`config.mk`:
```
export PLATFORM = sky130hd
export DESIGN_NAME = alu_seq
export DESIGN_NICKNAME = d
export VERILOG_FILES = /design/src/rtl/alu_seq.sv
export SDC_FILE = /design/constraint.sdc
export NUM_CORES = 1
export LEC_CHECK = 0
export BUFFER_PORTS_ARGS = -buffer_cell sky130_fd_sc_hd__buf_4
export CELL_PAD_IN_SITES_DETAIL_PLACEMENT = 0
export CELL_PAD_IN_SITES_GLOBAL_PLACEMENT = 1
export CORE_UTILIZATION = 44
export CTS_CLUSTER_SIZE = 24
export DETAILED_ROUTE_END_ITERATION = 8
export PLACE_DENSITY_LB_ADDON = 0.1
export SYNTH_ARGS = -nofsm -noshare
export SYNTH_HDL_FRONTEND = slang
export SYNTH_SLANG_ARGS = --single-unit
```
`constraint.sdc`:
```
create_clock -name clk -period 4.88 [get_ports clk]
set_clock_uncertainty 0.15 [all_clocks]
set_input_delay 1.464 -clock clk [delete_from_list [all_inputs] [get_ports clk]]
set_output_delay 1.464 -clock clk [all_outputs]
set_load 0.03 [all_outputs]
```
`src/rtl/alu_seq.sv`:
```
// alu_seq: sequential ALU with a valid/ready request port and a valid/ready
// result port. ADD/SUB/AND/OR/XOR and zero-length shifts finish in one cycle;
// shifts by n>0 iterate one bit per cycle through the SHIFT state.
//
// Ports
//   clk        rising-edge clock
//   reset      synchronous, active-high reset
//   in_valid   request present on op/A/B
//   in_ready   request can be accepted (state == IDLE)
//   op         000 ADD, 001 SUB, 010 AND, 011 OR, 100 XOR, 101 SHL, 110 SHR, 111 SRA
//   A, B       operands; for shifts B[SW-1:0] is the shift amount
//   out_valid  result/flags valid (state == DONE)
//   out_ready  consumer takes the result
//   result     registered result
//   cout       carry / borrow / last bit shifted out
//   zero       result is all zeros
//   ovf        signed overflow for ADD/SUB, else 0
//   busy       state != IDLE
module alu_seq #(
  parameter int unsigned WIDTH = 32
) (
  input  logic             clk,
  input  logic             reset,
  input  logic             in_valid,
  output logic             in_ready,
  input  logic [2:0]       op,
  input  logic [WIDTH-1:0] A,
  input  logic [WIDTH-1:0] B,
  output logic             out_valid,
  input  logic             out_ready,
  output logic [WIDTH-1:0] result,
  output logic             cout,
  output logic             zero,
  output logic             ovf,
  output logic             busy
);

  localparam int unsigned SW  = $clog2(WIDTH);
  localparam int unsigned MSB = WIDTH - 1;

  localparam logic [2:0] OP_ADD = 3'b000;
  localparam logic [2:0] OP_SUB = 3'b001;
  localparam logic [2:0] OP_AND = 3'b010;
  localparam logic [2:0] OP_OR  = 3'b011;
  localparam logic [2:0] OP_XOR = 3'b100;
  localparam logic [2:0] OP_SHL = 3'b101;
  localparam logic [2:0] OP_SHR = 3'b110;
  localparam logic [2:0] OP_SRA = 3'b111;

  typedef enum logic [1:0] {
    IDLE  = 2'd0,
    SHIFT = 2'd1,
    DONE  = 2'd2
  } state_t;

  state_t           state, state_next;
  logic [2:0]       op_q, op_next;
  logic [WIDTH-1:0] acc, acc_next;
  logic [SW-1:0]    cnt, cnt_next;
  logic [WIDTH-1:0] result_next;
  logic             cout_next, zero_next, ovf_next;

  logic [WIDTH:0]   sum_ext, diff_ext;
  logic [SW-1:0]    shamt;
  logic             is_shift;
  logic [WIDTH-1:0] alu_res;
  logic             alu_cout, alu_ovf;
  logic [WIDTH-1:0] step_res;
  logic             step_out;

  // Single-cycle datapath on the live request inputs
  assign sum_ext  = {1'b0, A} + {1'b0, B};
  assign diff_ext = {1'b0, A} - {1'b0, B};
  assign shamt    = B[SW-1:0];
  assign is_shift = (op == OP_SHL) || (op == OP_SHR) || (op == OP_SRA);

  always_comb begin
    alu_res  = A;
    alu_cout = 1'b0;
    alu_ovf  = 1'b0;
    case (op)
      OP_ADD: begin
        alu_res  = sum_ext[WIDTH-1:0];
        alu_cout = sum_ext[WIDTH];
        alu_ovf  = (A[MSB] == B[MSB]) && (sum_ext[MSB] != A[MSB]);
      end
      OP_SUB: begin
        alu_res  = diff_ext[WIDTH-1:0];
        alu_cout = diff_ext[WIDTH];
        alu_ovf  = (A[MSB] != B[MSB]) && (diff_ext[MSB] != A[MSB]);
      end
      OP_AND:  alu_res = A & B;
      OP_OR:   alu_res = A | B;
      OP_XOR:  alu_res = A ^ B;
      // zero-length shifts pass A through with cout = 0
      default: alu_res = A;
    endcase
  end

  // One-bit shift step of the accumulator, plus the bit that falls off
  always_comb begin
    step_res = acc;
    step_out = 1'b0;
    case (op_q)
      OP_SHL: begin
        step_res = {acc[MSB-1:0], 1'b0};
        step_out = acc[MSB];
      end
      OP_SHR: begin
        step_res = {1'b0, acc[MSB:1]};
        step_out = acc[0];
      end
      OP_SRA: begin
        step_res = {acc[MSB], acc[MSB:1]};
        step_out = acc[0];
      end
      default: begin
        step_res = acc;
        step_out = 1'b0;
      end
    endcase
  end

  // Next-state and next-register logic
  always_comb begin
    state_next  = state;
    op_next     = op_q;
    acc_next    = acc;
    cnt_next    = cnt;
    result_next = result;
    cout_next   = cout;
    zero_next   = zero;
    ovf_next    = ovf;

    case (state)
      IDLE: begin
        if (in_valid) begin
          op_next = op;
          if (is_shift && (shamt != '0)) begin
            acc_next   = A;
            cnt_next   = shamt;
            state_next = SHIFT;
          end else begin
            result_next = alu_res;
            cout_next   = alu_cout;
            ovf_next    = alu_ovf;
            zero_next   = (alu_res == '0);
            state_next  = DONE;
          end
        end
      end
      SHIFT: begin
        acc_next = step_res;
        cnt_next = cnt - SW'(1);
        // last step publishes the result and the final shifted-out bit
        if (cnt == SW'(1)) begin
          result_next = step_res;
          cout_next   = step_out;
          ovf_next    = 1'b0;
          zero_next   = (step_res == '0);
          state_next  = DONE;
        end
      end
      DONE: begin
        if (out_ready) begin
          state_next = IDLE;
        end
      end
      default: begin
        state_next = IDLE;
      end
    endcase
  end

  // State and output registers; status flags follow the next state
  always_ff @(posedge clk) begin
    if (reset) begin
      state     <= IDLE;
      op_q      <= OP_ADD;
      acc       <= '0;
      cnt       <= '0;
      result    <= '0;
      cout      <= 1'b0;
      zero      <= 1'b0;
      ovf       <= 1'b0;
      in_ready  <= 1'b1;
      out_valid <= 1'b0;
      busy      <= 1'b0;
    end else begin
      state     <= state_next;
      op_q      <= op_next;
      acc       <= acc_next;
      cnt       <= cnt_next;
      result    <= result_next;
      cout      <= cout_next;
      zero      <= zero_next;
      ovf       <= ovf_next;
      in_ready  <= (state_next == IDLE);
      out_valid <= (state_next == DONE);
      busy      <= (state_next != IDLE);
    end
  end

endmodule

```
-- Yosys cells after proc, flatten, opt, wreduce, memory -nomap -nowiden
Index checks and enable logic that the tools add are counted.
- output and inout bits: 38
- flip-flop bits (word level): 80
- word-level logic and storage cells: 88
- bits of input ports: 71
- reductions and logical operators: 17
- bitwise gates (word level): 3
- eq/ne operators: 22
- multiplexer cells: 32
- $add $sub $neg: 3
- operator list (operator ; number):
    2-to-1 mux 32 bit ; 5
    one-hot mux 32 bit (5 select lines) ; 1
    one-hot mux 32 bit (2 select lines) ; 2
    one-hot mux 32 bit (3 select lines) ; 1
    zero test 32 bit ; 2
    adder 32 x 32 -> 33 bit ; 1
    subtractor 32 x 32 -> 33 bit ; 1
    AND 32 bit ; 1
    OR 32 bit ; 1
    bitwise XOR 32 bit ; 1
    == test 3 bit (second input constant) ; 7
    one-hot mux 1 bit (2 select lines) ; 6
    2-to-1 mux 5 bit ; 2
    one-hot mux 5 bit (2 select lines) ; 1
    2-to-1 mux 1 bit ; 9
    2-to-1 mux 2 bit ; 4
    inequality test 2 bit (second input constant) ; 4
    == test 3 x 2 -> 1 bit (second input constant) ; 2
    one-hot mux 2 bit (3 select lines) ; 1
    == test 5 x 1 -> 1 bit (second input constant) ; 1
    nonzero test 5 bit ; 1
    subtractor 5 x 1 -> 5 bit (second input constant) ; 1
    == test 2 bit (second input constant) ; 2
    zero test 2 bit ; 2
    12 further kinds ; 18

-- Longest topological paths before layout
Gate-level depths: netlist of the first run.
- word-level depth: 8
- gate-level depth with buffers: 15
- depth with buffers taken out: 15

-- Worst setup path before layout of the first run
No wires, ideal clock.
- kind: input-to-reg
- start point: input A[6]
- end point: register zero
- slack: 0.441 ns
- buffers on the path: 1
- arrival time: 4.205 ns
- required time: 4.646 ns
- stages: 14
- setup time: 0.084 ns
- cells stage by stage: inv_1 ha_1 clkbuf_1 and3_1 nand3_1 a21oi_1 o21a_1 o21ai_1 o41ai_1 xor2_1 a221oi_1 a21oi_1 or3_1 o31ai_2
- word-level cells in the longest chain between the ends: 6
- elaborated cells between the ends (all ways): 10
- classes of those cells: 2 x add/sub; 4 x mux; 3 x bitwise; 1 x reduce/logical
- ends and longest elaborated chain (item ; line ; text):
    from (decl) ; 27 ; input logic [WIDTH-1:0] A,
    subtractor 32 x 32 -> 33 bit, or another cell as far along ; 73 ; assign diff_ext = {1'b0, A} - {1'b0, B};
    one-hot mux 32 bit (5 select lines) (*) ; 81 ; case (op)
    zero test 32 bit (*) ; 147 ; zero_next = (alu_res == '0);
    2-to-1 mux 1 bit (*) ; 139 ; if (is_shift && (shamt != '0)) begin
    2-to-1 mux 1 bit (*) ; 137 ; if (in_valid) begin
    one-hot mux 1 bit (2 select lines) (*) ; 135 ; case (state)
    to (signal assigned) ; 196 ; zero <= zero_next;
    to (decl) ; 33 ; output logic zero,
Mark *: on every way between the ends. The rest lies on a longest branch, timed or not. The select of a mux whose other input is x is not followed.
A chain may end at the register's enable or synchronous reset.

-- Final worst setup path of the first run
- start point: input A[0]
- end point: register zero
The elaborated chain is that of the path after synthesis.

==> results of run 1 <==
==> cell usage in the layout, fill, tap and decap left out, types with 10 or more instances in the layout <==
cell,instances
sky130_fd_sc_hd__buf_4,320
sky130_fd_sc_hd__nand2_1,171
sky130_fd_sc_hd__a21oi_1,146
sky130_fd_sc_hd__nor2_1,136
sky130_fd_sc_hd__ha_1,106
sky130_fd_sc_hd__inv_1,101
sky130_fd_sc_hd__dfxtp_1,80
sky130_fd_sc_hd__o21ai_0,73
sky130_fd_sc_hd__a22o_1,42
sky130_fd_sc_hd__nor3_1,34
sky130_fd_sc_hd__a31oi_1,34
sky130_fd_sc_hd__nand3_1,33
sky130_fd_sc_hd__a211oi_1,32
sky130_fd_sc_hd__o22ai_1,27
sky130_fd_sc_hd__nand4_1,24
sky130_fd_sc_hd__nand2b_1,22
sky130_fd_sc_hd__a22oi_1,22
sky130_fd_sc_hd__a21o_1,21
sky130_fd_sc_hd__nor4_1,17
sky130_fd_sc_hd__o211ai_1,16
sky130_fd_sc_hd__nor2b_1,14
sky130_fd_sc_hd__a311oi_1,14
sky130_fd_sc_hd__xnor2_1,14
sky130_fd_sc_hd__o21bai_1,13
sky130_fd_sc_hd__mux2i_1,13
sky130_fd_sc_hd__or3_1,12
sky130_fd_sc_hd__o31ai_1,12
sky130_fd_sc_hd__and2_1,12
sky130_fd_sc_hd__a21boi_0,12
sky130_fd_sc_hd__and3_1,11
sky130_fd_sc_hd__a221oi_1,10
==> layer usage <==
layer | share of wire, % | track usage (%)
met1 | 45 | 51.09
met2 | 43 | 55.31
met3 | 8.5 | 5.831
met4 | 3.3 | 12.90
met5 | 0 | 0
==> state kept, by name (all words and copies together), names as in the netlist, 2 cells and up <==
signal	cells
result	32
acc	32
cnt	5
op_q	3
state	2
==> how the worst max path moves through the flow <==
stage	from	to	slack (ns)
after floorplan	A[6]	zero	0.44
after global placement	A[0]	zero	-0.07
after detailed placement	A[0]	zero	-0.13
after CTS	A[0]	zero	0.20
after global routing	A[0]	zero	0.003
final	A[0]	zero	0.21
==> area by class of cell <==
type                       count  area (µm²)  area share [%]
multi-input combinational   1247        8194           61.27
clock buffer                  11       242.7           1.815
inverter                     109       409.1           3.060
sequential                    80        1602           11.98
clock inverter                 5       103.9          0.7766
tap                          319       399.1           2.985
timing repair buffer         321        2422           18.11
==> cell families after synthesis <==
logic type      count (synthesis)
flops                          80
compound gates                575
buf+inv                       229
simple gates                  532
xor+xnor                       15
mux                            17
fa+ha+maj                     108
==> power by group <==
group	total (µW)	internal (µW)	switching [µW]
logic	1520	615	901
clock network	792	514	278
registers	773	716	57.3
==> critical path: stages <==
cell and delay (ns):
sky130_fd_sc_hd__buf_4 0.11, sky130_fd_sc_hd__buf_4 0.13, sky130_fd_sc_hd__ha_1 0.22, sky130_fd_sc_hd__fa_1 0.41
sky130_fd_sc_hd__buf_4 0.16, sky130_fd_sc_hd__or3b_2 0.19, sky130_fd_sc_hd__a21oi_1 0.06, sky130_fd_sc_hd__o32ai_1 0.34
sky130_fd_sc_hd__nand4_1 0.19, sky130_fd_sc_hd__a211oi_2 0.29, sky130_fd_sc_hd__nand4_1 0.18, sky130_fd_sc_hd__nor4_2 0.28
sky130_fd_sc_hd__nand4_1 0.14, sky130_fd_sc_hd__nor4_2 0.26, sky130_fd_sc_hd__nand4_1 0.14, sky130_fd_sc_hd__o31ai_2 0.22
==> per-stage QoR <==
stage          power [µW]  worst slack [ns]  std cells  utilization (%)  TNS (ns)
2_1_floorplan        1636            0.4412       1556                -         0
3_3_place_gp         2254          -0.07408       2076            55.07  -0.09605
3_5_place_dp         2260           -0.1339       2076            55.07   -0.1768
4_1_cts              3049            0.2039       2092            56.54         0
5_1_grt              3233          0.003067       2092            56.63         0
6_report             3081            0.2062       2092            56.63         0
==> run summary, run 1 <==
The run finished with clean final reports. The sequential element share of the synthesized area is 15.04%. Measured in cells, the most critical reg-to-reg path has a length of 13. Measured along the y axis, the die boundary spans 157.6 µm. For the area of the core, the log shows 23610 µm².

Among all flip-flop cells after synthesis, the most frequent one is sky130_fd_sc_hd__dfxtp_1. The startpoint identified for the worst hold timing path is result[14]. The area fraction in compound gates after synthesis was 36.77%.

STA classifies the critical path endpoint as a register. After synthesis, the cell types taking the most area are sky130_fd_sc_hd__dfxtp_1, sky130_fd_sc_hd__ha_1, sky130_fd_sc_hd__a21oi_1, sky130_fd_sc_hd__nand2_1, sky130_fd_sc_hd__nor2_1. The count of buffers added on input and output ports is 108. The tools report the number of hold buffers added after CTS as 0. The die width came out at 157.6 µm. The average instance in the mapped netlist occupies 6.845 µm². In the final layout, the share of cells above drive strength 1 is 21.60%.

The final worst-path cycle share was 95.77%; the number of enable flip-flop cells after synthesis was 0. Final count of hold timing violations: 0. The logs give 4.99 ns for the data required time of the critical path and 0.34 ns for the source-to-sink clock delay at the later pin of the worst-skew pair. The clock tree synthesis step divided the H-tree into 3 levels. The worst hold path stage count came out at 2. In this run the power density over the cells is 230.4 nW/µm². The logs give 0 for the antenna diode count and 0 for the final count of pins violating max slew. Sorting the synthesized cells by how often they occur yields sky130_fd_sc_hd__nand2_1, sky130_fd_sc_hd__a21oi_1, sky130_fd_sc_hd__nor2_1. The logs give 0 for the synthesis warning total and 91 for the count of cell types in the netlist. The path class of the tightest hold or removal check is register to register. In this run the static leakage power is 0.005859 µW. The count of nets left with antenna violations once routing finished came out at 0. Maximum buffer depth of the clock tree: 2. Counting the buffers created by CTS gives 9.

The first TritonRoute pass finished after 6 iterations. Critical path startpoint category: an input port. The logs give 0.9888 for the last weighted congestion value of the routability-driven placer and 69.38 mm for the first-pass GRT wire length. The data arrival time of the critical path is 4.79 ns. The worst-case IR drop observed on VDD is 0.2358 mV. The transition time at the pin with the least slew margin was 1.160 ns; the clock transition at the register clock pins on the worst setup and hold paths after CTS was 0.06 ns. Per-cell via count in the routed design: 6.230.

The logs give 1309 for the violation count after the first detailed-routing iteration and 13030 for the total via count after detailed routing. The startpoint identified for the worst register-to-register timing path is cnt[1]. The placed cell area was 13000 µm². Setup violations remaining at the end of the flow were counted as 0. TritonCTS built the clock tree.

Max-cap violations in this run came to 0. The synthesized design devotes to its leading area cell type 15.04% of total area. Setup repair after global routing left no endpoint under its margin. In this run the critical register-to-register path is captured at zero. The number of global-route vias before repair came out at 11930.

109 I/O pins were placed. The wire-length estimate of the detail-placed layout is 35.10 mm. The area growth from synthesis to layout is 25.56%. For this run, asynchronously set or reset flops after synthesis account for 0%.

The number of design rule violations left after detail routing was 0; the number of fillers in the final layout was 2364. The share of cell area taken by muxes after synthesis is 1.645%. Global routing used 36.27% of the available tracks. For this run, the top clock speed supported by timing is 214.0 MHz.

After synthesis the cells add up to 10650 µm². The run gives 0.3024 ns as the post-route worst hold slack. The initial core utilization is 45.10%, and the post-synthesis share of cell area spent on and, or, nand and nor gates is 24.07%.

By startpoint and endpoint, the worst setup path is classified as input port to register. After clock tree synthesis, the setup repair step added 0 buffers. The worst path in the final design needs a cycle of 4.674 ns, including I/O delays and setup. CTS placed an instance of sky130_fd_sc_hd__clkbuf_16 at the clock tree root.

For the TritonCTS sink count, the log shows 80. The most instantiated library cell after synthesis was sky130_fd_sc_hd__nand2_1. Post-synthesis share of cell area spent on full adders, half adders and majority gates: 12.83%.

The overflow left after global routing came out at 0. Of the total synthesized cell area, the portion taken by XOR and XNOR cells is 1.234%. The placement row count was 56; the number of gates resized after cts was 0. The number of standard cells after synthesis is 1556, and the post-synth net total is 1735. In this run the tightest slew margin relative to its limit is 22.30%. With fillers left out, the area of the finished cells amounts to 13370 µm². Along the worst path, the maximum fanout reaches 4.

The synthesized design contains 80 register bits. Across all register-to-register paths, the minimum setup slack is 1.61 ns. The wire length per cell after detailed routing came out at 21.48 µm. The tools report the number of antenna violations at the first check in global routing as 0.

The final routed wirelength across all metal layers is 44.94 mm, and the maximum number of pins on one net before global-route repair is 77. Combinational family with the most area after synthesis: compound AO/OA/AOI/OAI gates. The run gives 24830 µm² as the die area.

The path with the worst hold slack has its endpoint at result[14]. The run gives 1947 as the net total in the final layout. The largest total area in the synthesized netlist belongs to sky130_fd_sc_hd__dfxtp_1.
Note: power is estimated with default switching activity, not from simulation.
==> run 2, diff against run 1 <==
- MAX_ROUTING_LAYER: default -> met4
==> run summary, run 2 (same netlist as run 1, synthesis figures left out) <==
TritonCTS built the clock tree. The run gives 23610 µm² as the area of the core. Class of the tightest hold or removal check: register to register. The tools report the static leakage as 0.005882 µW. Combinational cells account for 50.5% of the total power.

Dividing the final minimum period by the clock period gives 96.30%. Setup repair after global routing left no endpoint under its margin. The violation count after the first detailed-routing iteration is 1424.

Static timing analysis puts the maximum clock frequency at 212.8 MHz. The placed cell area was 13050 µm². The tools report the kind of end point of the critical path as a register. The logs give 80 for the TritonCTS sink count and 5 for the number of detailed-routing iterations run before antenna repair.

In this run the worst path has a maximum fanout of 6. Global routing finished with a remaining overflow of 0. The worst register-to-register path begins at cnt[1]. The final routed wirelength across all metal layers is 45.17 mm. CTS placed an instance of sky130_fd_sc_hd__clkbuf_16 at the clock tree root. For the final count of hold timing violations, the log shows 0.

The placement row count was 56; the maximum buffer depth of the clock tree was 2. The worst setup path is of the input port to register kind. At the worst endpoint, the arrival time is 4.81 ns.

The worst pin sits at a relative slew slack of 11.68%. Data required time of the critical path: 4.99 ns. The wire length per cell after detailed routing is 21.59 µm. The final-report setup violation count came out at 0. The tools report the end of the critical path as zero.

The most common cell after layout, fill and taps aside was sky130_fd_sc_hd__buf_4. Across the VDD grid, the largest voltage drop is 0.2275 mV. The logic depth of the worst register-to-register path was 13.

The clock transition at the register clock pins on the worst setup and hold paths after CTS is 0.06 ns. Summed area of non-filler cells in the final layout: 13460 µm². In this run the register-to-register setup slack is 1.64 ns. The die is 157.6 µm wide. The synthesis-to-finish area growth came out at 26.39%.

The run finished with clean final reports. Source-to-sink clock delay at the later pin of the worst-skew pair: 0.34 ns. The final count of pins violating max slew came out at 0.

The worst register-to-register path ends at zero. Net total in the final layout: 1947. The critical path starts at B[4]. The worst hold path was traced through 2 stages. The instance count after placement with tap cells included was 2075. The count of input and output buffers was 108; the switching power of the nets was 1254 µW. The routed design could run at a clock period as short as 4.699 ns.

The HPWL after detailed placement is 34.98 mm. In the routed layout, each cell is associated on average with a via count of 6.250. The logs give 9 for the clock buffer count from CTS and 11730 for the number of global-route vias before repair. The H-tree was split into 3 levels. In the final layout, the registers with the most flip-flops are acc: 32 flops, result: 32 flops, cnt: 5 flops.

For this run, the total global-route usage over all layers was measured as 37.23%. Of the cells placed in the final design, the portion with a size suffix greater than 1 is 22.11%. Entering global routing, the biggest net connects 77 pins. The count of nets left with antenna violations once routing finished came out at 0. Final design utilization: 57.01%. The share of total power in sequential cells came out at 25.3%. For the pin with the worst max-slew slack, the measured transition is 1.323 ns.

The max-cap check violation count was 0; the die boundary height was 157.6 µm. The power per cell area works out to 226.0 nW/µm². The run gives 3041 µW as the final total power. The first-pass GRT wire length is 68.79 mm, and the clock power share is 24.3%.

In this run switching power makes up 41.23% of total power. In the routed design, unresolved DRC markers number 0. 0 antenna diodes ended up in the layout. Once the floorplan was initialized, standard cells occupied 45.10% of the core. Detailed routing inserted a total of 13070 vias. The tools report the number of antenna violations at the first check in global routing as 0. The internal portion of the total power is 1787 µW. The finished layout holds 2092 standard cells, fillers aside. For the setup TNS, the log shows 0 ns. The last weighted congestion value of the routability-driven placer is 0.9858.

The critical path startpoint category is an input port. The die covers 24830 µm². The count of pins on the block boundary came out at 109. The library cells used most frequently in the layout, excluding fill and tap cells, are sky130_fd_sc_hd__buf_4, sky130_fd_sc_hd__nand2_1, sky130_fd_sc_hd__a21oi_1, sky130_fd_sc_hd__nor2_1, sky130_fd_sc_hd__ha_1.
## run 2: power groups by stage
stage | combinational [µW] | sequential, µW | clock [µW]
final | 1530 | 768 | 739
after global routing | 1650 | 776 | 774
after floorplan | 810 | 826 | 0
after CTS | 1490 | 767 | 740
after global placement | 1480 | 779 | 0
after detailed placement | 1480 | 781 | 0
## run 2: per-layer routing
| layer | routed length, µm | vias to the layer above | track usage (%) |
|---|---|---|---|
| met4 | 1078 | 0 | 9.246 |
| met3 | 3575 | 81 | 3.696 |
| met2 | 19640 | 589 | 56.26 |
| li1 | - | 6159 | - |
| met1 | 20880 | 6245 | 52.69 |
| met5 | 0 | - | - |
## run 2: cell type report
type	instances	area, µm²
Inverter	109	409.1
Sequential cell	80	1602
Multi-Input combinational cell	1247	8258
Clock inverter	6	91.34
Timing Repair Buffer	321	2472
Fill cell	2347	10150
Clock buffer	10	229.0
Tap cell	319	399.1
## run 2: worst max-delay path, stage by stage
cell and delay [ns]:
sky130_fd_sc_hd__buf_4 0.09, sky130_fd_sc_hd__inv_1 0.05, sky130_fd_sc_hd__ha_1 0.34, sky130_fd_sc_hd__buf_4 0.18, sky130_fd_sc_hd__nor3_1 0.17, sky130_fd_sc_hd__nand2_1 0.13
sky130_fd_sc_hd__a211oi_2 0.41, sky130_fd_sc_hd__o21ai_1 0.10, sky130_fd_sc_hd__buf_4 0.17, sky130_fd_sc_hd__a31oi_1 0.37, sky130_fd_sc_hd__a211oi_1 0.22, sky130_fd_sc_hd__a31o_1 0.28
sky130_fd_sc_hd__a21oi_1 0.12, sky130_fd_sc_hd__o21ai_0 0.17, sky130_fd_sc_hd__or3_1 0.39, sky130_fd_sc_hd__o31ai_2 0.17
## run 2: worst min path at each step
| stage | startpoint | endpoint | slack (ns) |
|---|---|---|---|
| 6_report | result[18] | result[18] | 0.30 |
| 5_1_grt | result[19] | result[19] | 0.32 |
| 3_3_place_gp | result[18] | result[18] | 0.29 |
| 4_1_cts | result[18] | result[18] | 0.31 |
| 3_5_place_dp | result[13] | result[13] | 0.30 |
| 2_1_floorplan | acc[11] | acc[11] | 0.32 |
## run 2: what timing repair did
action,CTS,global route
pin swaps,0,5
cloned,0,0
setup endpoints to repair,1,7
setup buffers,0,1
hold buffers,0,0
gates resized for setup,1,14
hold endpoints to repair,0,0
## run 2: stage by stage
step	worst slack (ns)	hold WS [ns]
global route	0.006269	0.3190
global placement	-0.3702	0.2898
floorplan	0.4412	0.3219
finish	0.1806	0.3019
CTS	0.06734	0.3070
detailed placement	-0.3846	0.2970
